File: config.mk
export PLATFORM = sky130hd
export DESIGN_NAME = multicycle_ctrl
export DESIGN_NICKNAME = d
export VERILOG_FILES = /design/src/rtl/cpu_pkg.sv /design/src/rtl/mc_out_decode.sv /design/src/rtl/multicycle_ctrl.sv
export SDC_FILE = /design/constraint.sdc
export NUM_CORES = 1
export LEC_CHECK = 0
export ABC_AREA = 1
export CORE_ASPECT_RATIO = 0.9
export CORE_MARGIN = 2
export CORE_UTILIZATION = 40
export CTS_CLUSTER_DIAMETER = 60
export DETAILED_ROUTE_END_ITERATION = 16
export HOLD_SLACK_MARGIN = 0.15
export MAX_ROUTING_LAYER = met4
export PLACE_DENSITY = 0.69
export SLEW_MARGIN = 5
export SYNTH_ARGS = -nofsm -noshare
export SYNTH_HDL_FRONTEND = slang
export SYNTH_SLANG_ARGS = --single-unit
File: constraint.sdc
create_clock -name clk -period 2.2 [get_ports clk]
set_input_delay 0.33 -clock clk [delete_from_list [all_inputs] [get_ports clk]]
set_output_delay 0.33 -clock clk [all_outputs]
set_load 0.02 [all_outputs]
File: src/rtl/cpu_pkg.sv
// Shared encodings for the multicycle CPU: FSM state codes, opcodes, ALU operand/op selects
// and the bundled control word driven by the controller.
package cpu_pkg;

    typedef enum logic [3:0] {
        RST_IDLE = 4'd0,
        FETCH    = 4'd1,
        DECODE   = 4'd2,
        MEM_ADDR = 4'd3,
        MEM_RD   = 4'd4,
        LD_WB    = 4'd5,
        MEM_WR   = 4'd6,
        EXEC_R   = 4'd7,
        R_WB     = 4'd8,
        BRANCH   = 4'd9,
        TRAP     = 4'd10
    } state_t;

    localparam logic [6:0] OP_R   = 7'b0110011;
    localparam logic [6:0] OP_LD  = 7'b0000011;
    localparam logic [6:0] OP_SD  = 7'b0100011;
    localparam logic [6:0] OP_BEQ = 7'b1100011;

    localparam logic [1:0] SRCB_RS2  = 2'b00;
    localparam logic [1:0] SRCB_FOUR = 2'b01;
    localparam logic [1:0] SRCB_IMM  = 2'b10;

    localparam logic [1:0] ALUOP_ADD   = 2'b00;
    localparam logic [1:0] ALUOP_SUB   = 2'b01;
    localparam logic [1:0] ALUOP_FUNCT = 2'b10;

    typedef struct packed {
        logic       mem_read;
        logic       mem_write;
        logic       iord;
        logic       ir_write;
        logic       pc_write;
        logic       pc_source;
        logic       alu_src_a;
        logic       reg_write;
        logic       mem_to_reg;
        logic       trap;
        logic [1:0] alu_src_b;
        logic [1:0] alu_op;
    } ctrl_t;

    // An instruction retires on the edge leaving its final state.
    function automatic logic is_retire(input state_t s, input logic mem_ready);
        return (s == LD_WB) || (s == R_WB) || (s == BRANCH) || ((s == MEM_WR) && mem_ready);
    endfunction

endpackage

File: src/rtl/mc_out_decode.sv
// Combinational state-to-control decode for the multicycle controller.
module mc_out_decode
    import cpu_pkg::*;
(
    input  state_t state,
    input  logic   mem_ready,
    input  logic   zero,
    output ctrl_t  ctrl
);

    always_comb begin
        ctrl = '0;
        unique case (state)
            FETCH: begin
                ctrl.mem_read  = 1'b1;
                ctrl.alu_src_b = SRCB_FOUR;
                ctrl.alu_op    = ALUOP_ADD;
                ctrl.ir_write  = mem_ready;
                ctrl.pc_write  = mem_ready;
            end
            // Branch target is precomputed here so BRANCH can compare and redirect in one cycle.
            DECODE: begin
                ctrl.alu_src_b = SRCB_IMM;
                ctrl.alu_op    = ALUOP_ADD;
            end
            MEM_ADDR: begin
                ctrl.alu_src_a = 1'b1;
                ctrl.alu_src_b = SRCB_IMM;
                ctrl.alu_op    = ALUOP_ADD;
            end
            MEM_RD: begin
                ctrl.mem_read = 1'b1;
                ctrl.iord     = 1'b1;
            end
            LD_WB: begin
                ctrl.reg_write  = 1'b1;
                ctrl.mem_to_reg = 1'b1;
            end
            MEM_WR: begin
                ctrl.mem_write = 1'b1;
                ctrl.iord      = 1'b1;
            end
            EXEC_R: begin
                ctrl.alu_src_a = 1'b1;
                ctrl.alu_src_b = SRCB_RS2;
                ctrl.alu_op    = ALUOP_FUNCT;
            end
            R_WB: begin
                ctrl.reg_write = 1'b1;
            end
            BRANCH: begin
                ctrl.alu_src_a = 1'b1;
                ctrl.alu_src_b = SRCB_RS2;
                ctrl.alu_op    = ALUOP_SUB;
                ctrl.pc_source = 1'b1;
                ctrl.pc_write  = zero;
            end
            TRAP: begin
                ctrl.trap = 1'b1;
            end
            default: ctrl = '0;
        endcase
    end

endmodule

File: src/rtl/multicycle_ctrl.sv
// Multicycle CPU controller: state register, next-state logic and retired-instruction counter;
// control outputs come from mc_out_decode.
module multicycle_ctrl
    import cpu_pkg::*;
(
    input  logic        clk,
    input  logic        rst_n,
    input  logic [6:0]  opcode,
    input  logic        Zero,
    input  logic        mem_ready,
    output logic        MemRead,
    output logic        MemWrite,
    output logic        IorD,
    output logic        IRWrite,
    output logic        PCWrite,
    output logic        PCSource,
    output logic        ALUSrcA,
    output logic        RegWrite,
    output logic        MemtoReg,
    output logic        Trap,
    output logic [1:0]  ALUSrcB,
    output logic [1:0]  ALUOp,
    output logic [3:0]  state,
    output logic [31:0] InstrRetired
);

    state_t      state_q;
    state_t      state_d;
    logic        retire;
    logic [31:0] instr_retired;
    ctrl_t       ctrl;

    always_ff @(posedge clk or negedge rst_n) begin
        if (!rst_n) begin
            state_q       <= RST_IDLE;
            instr_retired <= '0;
        end else begin
            state_q       <= state_d;
            instr_retired <= instr_retired + {31'd0, retire};
        end
    end

    assign retire = is_retire(state_q, mem_ready);

    always_comb begin
        state_d = state_q;
        unique case (state_q)
            RST_IDLE: state_d = FETCH;
            FETCH:    if (mem_ready) state_d = DECODE;
            DECODE: begin
                if (opcode == OP_R)                            state_d = EXEC_R;
                else if ((opcode == OP_LD) || (opcode == OP_SD)) state_d = MEM_ADDR;
                else if (opcode == OP_BEQ)                     state_d = BRANCH;
                else                                           state_d = TRAP;
            end
            MEM_ADDR: state_d = (opcode == OP_LD) ? MEM_RD : MEM_WR;
            MEM_RD:   if (mem_ready) state_d = LD_WB;
            LD_WB:    state_d = FETCH;
            MEM_WR:   if (mem_ready) state_d = FETCH;
            EXEC_R:   state_d = R_WB;
            R_WB:     state_d = FETCH;
            BRANCH:   state_d = FETCH;
            TRAP:     state_d = TRAP;
            default:  state_d = RST_IDLE;
        endcase
    end

    mc_out_decode u_out_decode (
        .state     (state_q),
        .mem_ready (mem_ready),
        .zero      (Zero),
        .ctrl      (ctrl)
    );

    assign MemRead      = ctrl.mem_read;
    assign MemWrite     = ctrl.mem_write;
    assign IorD         = ctrl.iord;
    assign IRWrite      = ctrl.ir_write;
    assign PCWrite      = ctrl.pc_write;
    assign PCSource     = ctrl.pc_source;
    assign ALUSrcA      = ctrl.alu_src_a;
    assign RegWrite     = ctrl.reg_write;
    assign MemtoReg     = ctrl.mem_to_reg;
    assign Trap         = ctrl.trap;
    assign ALUSrcB      = ctrl.alu_src_b;
    assign ALUOp        = ctrl.alu_op;
    assign state        = state_q;
    assign InstrRetired = instr_retired;

endmodule

==> results.toml, run 1 <==
[cts]
htree_levels = 2
cts_buffer_depth = 2
cts.clk_slew.worst_paths_ns = 0.08
cts_made_buffers = 5
clockRootBuffer = "clkbuf_8"
cts_tree = "yes"
clock_latency_ns = 0.30
numClockSinks = 36

[global_route]
grt_usage_pct = 20.7
overflow = 0
met3_usage_pct = 3.84
grt_antenna_before_repair = 0
grt_max_degree = 37
grt_pass1_wl_um = 9140
grt_pass1_vias = 2022
grt_util_met2_pct = 31.9
grt_use_met1_pct = 27.6
busiest_layer = "met2"

[timing]
setup_viol = 0
period_share_pct = 95.5
period_minus_slack_ns = 2.10
worstMarginPinSlew_ns = 0.449
hold_violations = 0
max_freq_mhz = 476
slew_headroom_pct = 70.0
drv_slew = 0
skew_ns = 0.00968

[yosys]
ys_warn_count = 0
netlist_area_sq_um = 2110
ys_ff_latch = 36
synth_edf_count = 0
netlist_instances = 285
avgSynthCellArea_sq_um = 7.42
synth.area.top_cells = "dfrtp_1, nand2_1, nor2_1, xor2_1, inv_1"
yosysMostFrequentCell = "nand2_1"
syn-num-nets = 298
ys_async_sr_fraction_pct = 100
synth_top_flop_cell = "dfrtp_1"
synth_cell_types = 22
yosys-top-cells-count = "nand2_1, nor2_1, dfrtp_1"
netlist.area_leader.share_pct = 42.6
yosysTopAreaCell = "dfrtp_1"
seq_area_frac_synth_pct = 42.6

[pwr]
p_leak_nw = 1.46
cellPowerDensity_nw_per_um2 = 854
ir_drop_mv = 0.739

[floorplan]
fp.dieW_um = 80.6
num_rows = 25
pin_count = 61
die_area_sq_um = 5880
core_sq_um = 5160
dieHeight_um = 73.0
initial_core_util_pct = 41.0

[drt]
wl_per_cell_um = 12.5
vias = 2085
routed_wl_um = 5350
via_per_inst = 4.86
ant_nets = 0
drt_iter0_markers = 112
drc = 0
firstDrtPassIters = 4

[placed_design]
gp_congestion = 0.956
placed_cell_area_sq_um = 2870
dp_cells = 417
port-buffer-count = 60
dp_hpwl_um = 4190

[cells_and_area]
nets = 374
n_antenna_cell = 0
finish.instance_area_sq_um = 3060
fin_cells = 429
seq_area_sq_um = 905
fill_cells = 510
area_growth_pct = 44.9
drive_above_1_share_pct = 14.4
multiInputGateArea_sq_um = 1170

[critical_path]
startpoint = "state[0]"
arrival_ns = 1.77
r2r_cells = 15
cpPeakStageDelay_ns = 0.59
r2r_end = "InstrRetired[26]"
critical_path.top_delay_family = "buffers and inverters"
cpMaxStageDelayCell = "clkdlybuf4s50_1"
cp_cell_sequence = "buf_4 > nor3_2 > nor2_1 > inv_1 > clkdlybuf4s50_1"
endpoint_kind = "primary output"
r2r_slack_ns = 0.13
cp_max_fo = 4
cp.required_ns = 1.87
worstReg2RegStart = "state[0]"
crit_buf_inv = 3
critPathKind = "reg2out"
cp-start-kind = "flip-flop"

[run]
drv_cap = 0

[hold_path]
hold_path_class = "in2async"

[outcome]
outcome = "finished clean"
==> metal layers <==
layer | vias up | share of wire [%]
met3 | 9 | 4.7
met4 | 0 | 1.9
met5 | - | 0
li1 | 1042 | -
met2 | 52 | 48
met1 | 982 | 46
==> stage by stage <==
stage | hold slack, ns | total power, mW | setup WS, ns | util (%) | setup TNS (ns)
6_report | 0.457 | 2.61 | 0.0999 | 59.3 | 0
5_1_grt | 0.525 | 2.76 | -0.0367 | 59.3 | -0.0847
4_1_cts | 0.472 | 2.53 | 0.0163 | 58.1 | 0
3_5_place_dp | 0.495 | 1.91 | -0.0240 | 55.5 | -0.0281
3_3_place_gp | 0.475 | 1.91 | 0.0431 | 55.5 | 0
2_1_floorplan | 0.0344 | 1.44 | 0.0160 | - | 0
==> state kept, by name, indices dropped and copies added (netlist names) <==
signal,count
state,4
InstrRetired,32
==> cell type report <==
class	instances	share of cell area [%]
clock buffer	7	3.15
multi-input combinational	219	38.2
clock inverter	1	0.980
sequential	36	29.5
timing repair buffer	69	21.7
tap	67	2.74
inverter	30	3.76
==> cell families after synthesis <==
kind of cell	synth area share, %
buf+inv	5.33
xor+xnor	7.46
flops	42.6
compound gates	1.42
simple gates	42.0
fa+ha+maj	1.18
==> how the worst max path moves through the flow <==
stage / depth (start not counted) / end / slack [ns]
final: 5 / RegWrite / 0.1
after global routing: 16 / InstrRetired[26] / -0.04
after CTS: 14 / InstrRetired[30] / 0.02
after detailed placement: 12 / InstrRetired[30] / -0.02
after global placement: 12 / InstrRetired[30] / 0.04
after floorplan: 14 / InstrRetired[30] / 0.02
==> power by group <==
part	internal, mW	switching, mW
registers	0.749	0.118
logic	0.481	0.625
clock network	0.400	0.242
total	1.63	0.985
==> layout by cell type (no fill, tap or decap), types with 2 or more instances in the layout <==
| cell type | netlist | routed |
|---|---|---|
| nand3_1 | 8 | 8 |
| clkbuf_8 | 0 | 7 |
| nand4_1 | 3 | 3 |
| nor2_4 | 3 | 7 |
| nor2_1 | 38 | 35 |
| inv_2 | 3 | 5 |
| xnor2_1 | 5 | 5 |
| nand2_1 | 103 | 99 |
| nand3b_1 | 12 | 12 |
| nand2_4 | 1 | 3 |
| xor2_1 | 13 | 13 |
| dfrtp_2 | 0 | 3 |
| nor2_2 | 5 | 4 |
| dfrtp_1 | 36 | 33 |
| nor3_2 | 1 | 2 |
| dlygate4sd2_1 | 0 | 5 |
| inv_1 | 27 | 24 |
| nor3_1 | 11 | 10 |
| and3_1 | 2 | 2 |
| buf_4 | 0 | 9 |
| nand2_2 | 3 | 5 |
| nand3_2 | 2 | 2 |
| o21ai_0 | 5 | 5 |
| clkdlybuf4s50_1 | 0 | 54 |
==> worst reg2reg max path: cells and delay by family (launching register included) <==
| family | cells | cell delay, ns |
|---|---|---|
| buf+inv | 4 | 0.39 |
| flops | 1 | 0.45 |
| fa+ha+maj | 2 | 0.38 |
| simple gates | 9 | 0.75 |
==> repair_timing <==
action | in CTS | in global routing
pin swaps | 0 | 2
hold buffers | 0 | 0
hold endpoints to repair | 0 | 0
gates resized for setup | 8 | 12
setup endpoints to repair | 7 | 12
setup buffers | 0 | 4
(Power assumes the default switching activity.)
==> inputs of run 2 (changes only) <==
- PLACE_DENSITY: 0.69 -> 0.71
==> run 2 against run 1 <==
Fmax fell by 0.45%. Count of clock-buffer cells in the layout fell by 2. Critical path depth shrank 1. Register-to-register slack better by 0.02 ns. Largest power group unchanged.
==> results.toml, run 2 (synthesized netlist as in run 1, its figures left out) <==
[outcome]
outcome = "finished clean"

[cells_and_area]
area_growth_pct = 42.4
drive_above_1_share_pct = 14.2
final_util_pct = 58.4
multiInputGateArea_sq_um = 1180
seq_area_sq_um = 905
fill_cells = 502
mostFrequentLayoutCell = "nand2_1"
largest_reg_flops = 32
nets = 372
mostFrequentLayoutCells = "nand2_1, clkdlybuf4s50_1, nor2_1"
n_antenna_cell = 0

[timing]
period_minus_slack_ns = 2.11
worstMarginPinSlew_ns = 0.450
rsz0062_at_grt = "yes"
drv_slew = 0
period_share_pct = 95.9
hold_ws_ns = 0.445
max_freq_mhz = 474
slew_headroom_pct = 70.0
hold_violations = 0
setup_viol = 0
skew_ns = 0.00952

[placed_design]
dp_hpwl_um = 4200
gp_congestion = 0.886
port-buffer-count = 60

[cts]
cts_tree = "yes"
numClockSinks = 36
clock_latency_ns = 0.30
ctsHoldBuffers = 0
cts_made_buffers = 5
clockRootBuffer = "clkbuf_8"
cts.clk_slew.worst_paths_ns = 0.08
htree_levels = 2
cts_buffer_depth = 2

[critical_path]
worstReg2RegStart = "state[1]"
endpoint_kind = "primary output"
cpMaxStageDelayCell = "clkdlybuf4s50_1"
critPathKind = "reg2out"
cp_max_fo = 4
cp.required_ns = 1.87
crit_buf_inv = 2
cp_cell_sequence = "inv_2 > nand2_2 > nor2_1 > clkdlybuf4s50_1"
cpPeakStageDelay_ns = 0.64
critical_path.top_delay_family = "buffers and inverters"
startpoint = "state[2]"
arrival_ns = 1.78
cp-start-kind = "flip-flop"

[global_route]
grt_usage_pct = 20.0
overflow = 0
grt_max_degree = 37
grt_antenna_before_repair = 0
grt_pass1_wl_um = 8800
grt_pass1_vias = 1914

[pwr]
p_leak_nw = 1.42
ir_drop_mv = 0.903
cellPowerDensity_nw_per_um2 = 801
finalPower_mw = 2.41

[hold_path]
hold_path_class = "in2async"

[run]
drv_cap = 0

[drt]
ant_nets = 0
wl_per_cell_um = 12.6
drc = 0
routed_wl_um = 5360
drt_iter0_markers = 136
via_per_inst = 4.83
vias = 2061
firstDrtPassIters = 4

[floorplan]
initial_core_util_pct = 41.0
die_area_sq_um = 5880
core_sq_um = 5160
num_rows = 25
dieHeight_um = 73.0
fp.dieW_um = 80.6
pin_count = 61
==> run 2: worst paths after layout <==
path | end | slack, ns | depth (start not counted)
worst max-delay path | Trap | 0.09 | 4
worst min-delay path | InstrRetired[21] | 0.45 | 2
worst max register to register | InstrRetired[29] | 0.15 | 13
worst min register to register | InstrRetired[31] | 0.49 | 2
max in group asynchronous | state[1] | 1.41 | 2
min in group clk | InstrRetired[31] | 0.49 | 2
==> run 2: area by class of cell <==
class	count	area share (%)
clock buffer	5	2.29
clock inverter	3	0.623
inverter	30	3.74
multi-input combinational	219	39.1
sequential	36	30.0
tap	67	2.78
timing repair buffer	67	21.4
==> run 2: per-layer routing <==
layer	global-route usage, %	share of wire (%)	vias to the layer above
met1	25.6	48	972
met3	3.96	2.9	11
met4	7.34	2.0	0
met5	-	0	-
li1	-	-	1038
met2	31.7	47	40
==> run 2: through the flow <==
step | instance area [sq um] | std cells | setup TNS, ns | setup WS (ns)
floorplan | 2140 | 285 | 0 | 0.0160
global placement | 2850 | 415 | 0 | 0.100
detailed placement | 2850 | 415 | 0 | 0.0664
CTS | 2930 | 423 | 0 | 0.0232
global route | 3010 | 427 | -0.0139 | -0.0139
finish | 3010 | 427 | 0 | 0.0904
==> run 2: repair_timing <==
| action | CTS | global route |
|---|---|---|
| buffers inserted | 0 | 4 |
| endpoints found under the setup margin | 6 | 19 |
| pin swaps | 0 | 1 |
| gates cloned | 0 | 0 |
| gates resized for setup | 6 | 15 |
==> run 2: worst register-to-register path: cells and delay by family, from the launching register on <==
family / cells / cell delay [ns]
buffers and inverters: 3 / 0.30
flip-flops: 1 / 0.45
adder cells (fa/ha/maj): 1 / 0.20
AND/OR/NAND/NOR: 9 / 0.99
==> run 2: power by group <==
part,internal (mW),total [mW],switching (mW)
logic,0.457,1.07,0.610
clock network,0.220,0.470,0.249
registers,0.749,0.876,0.127
total,1.43,2.41,0.986
==> inputs of run 3 (changes only) <==
- CTS_CLUSTER_SIZE: not set -> 28
==> results of run 3 <==
Same layout as run 2: the final DEF is identical, and so are final timing and power.
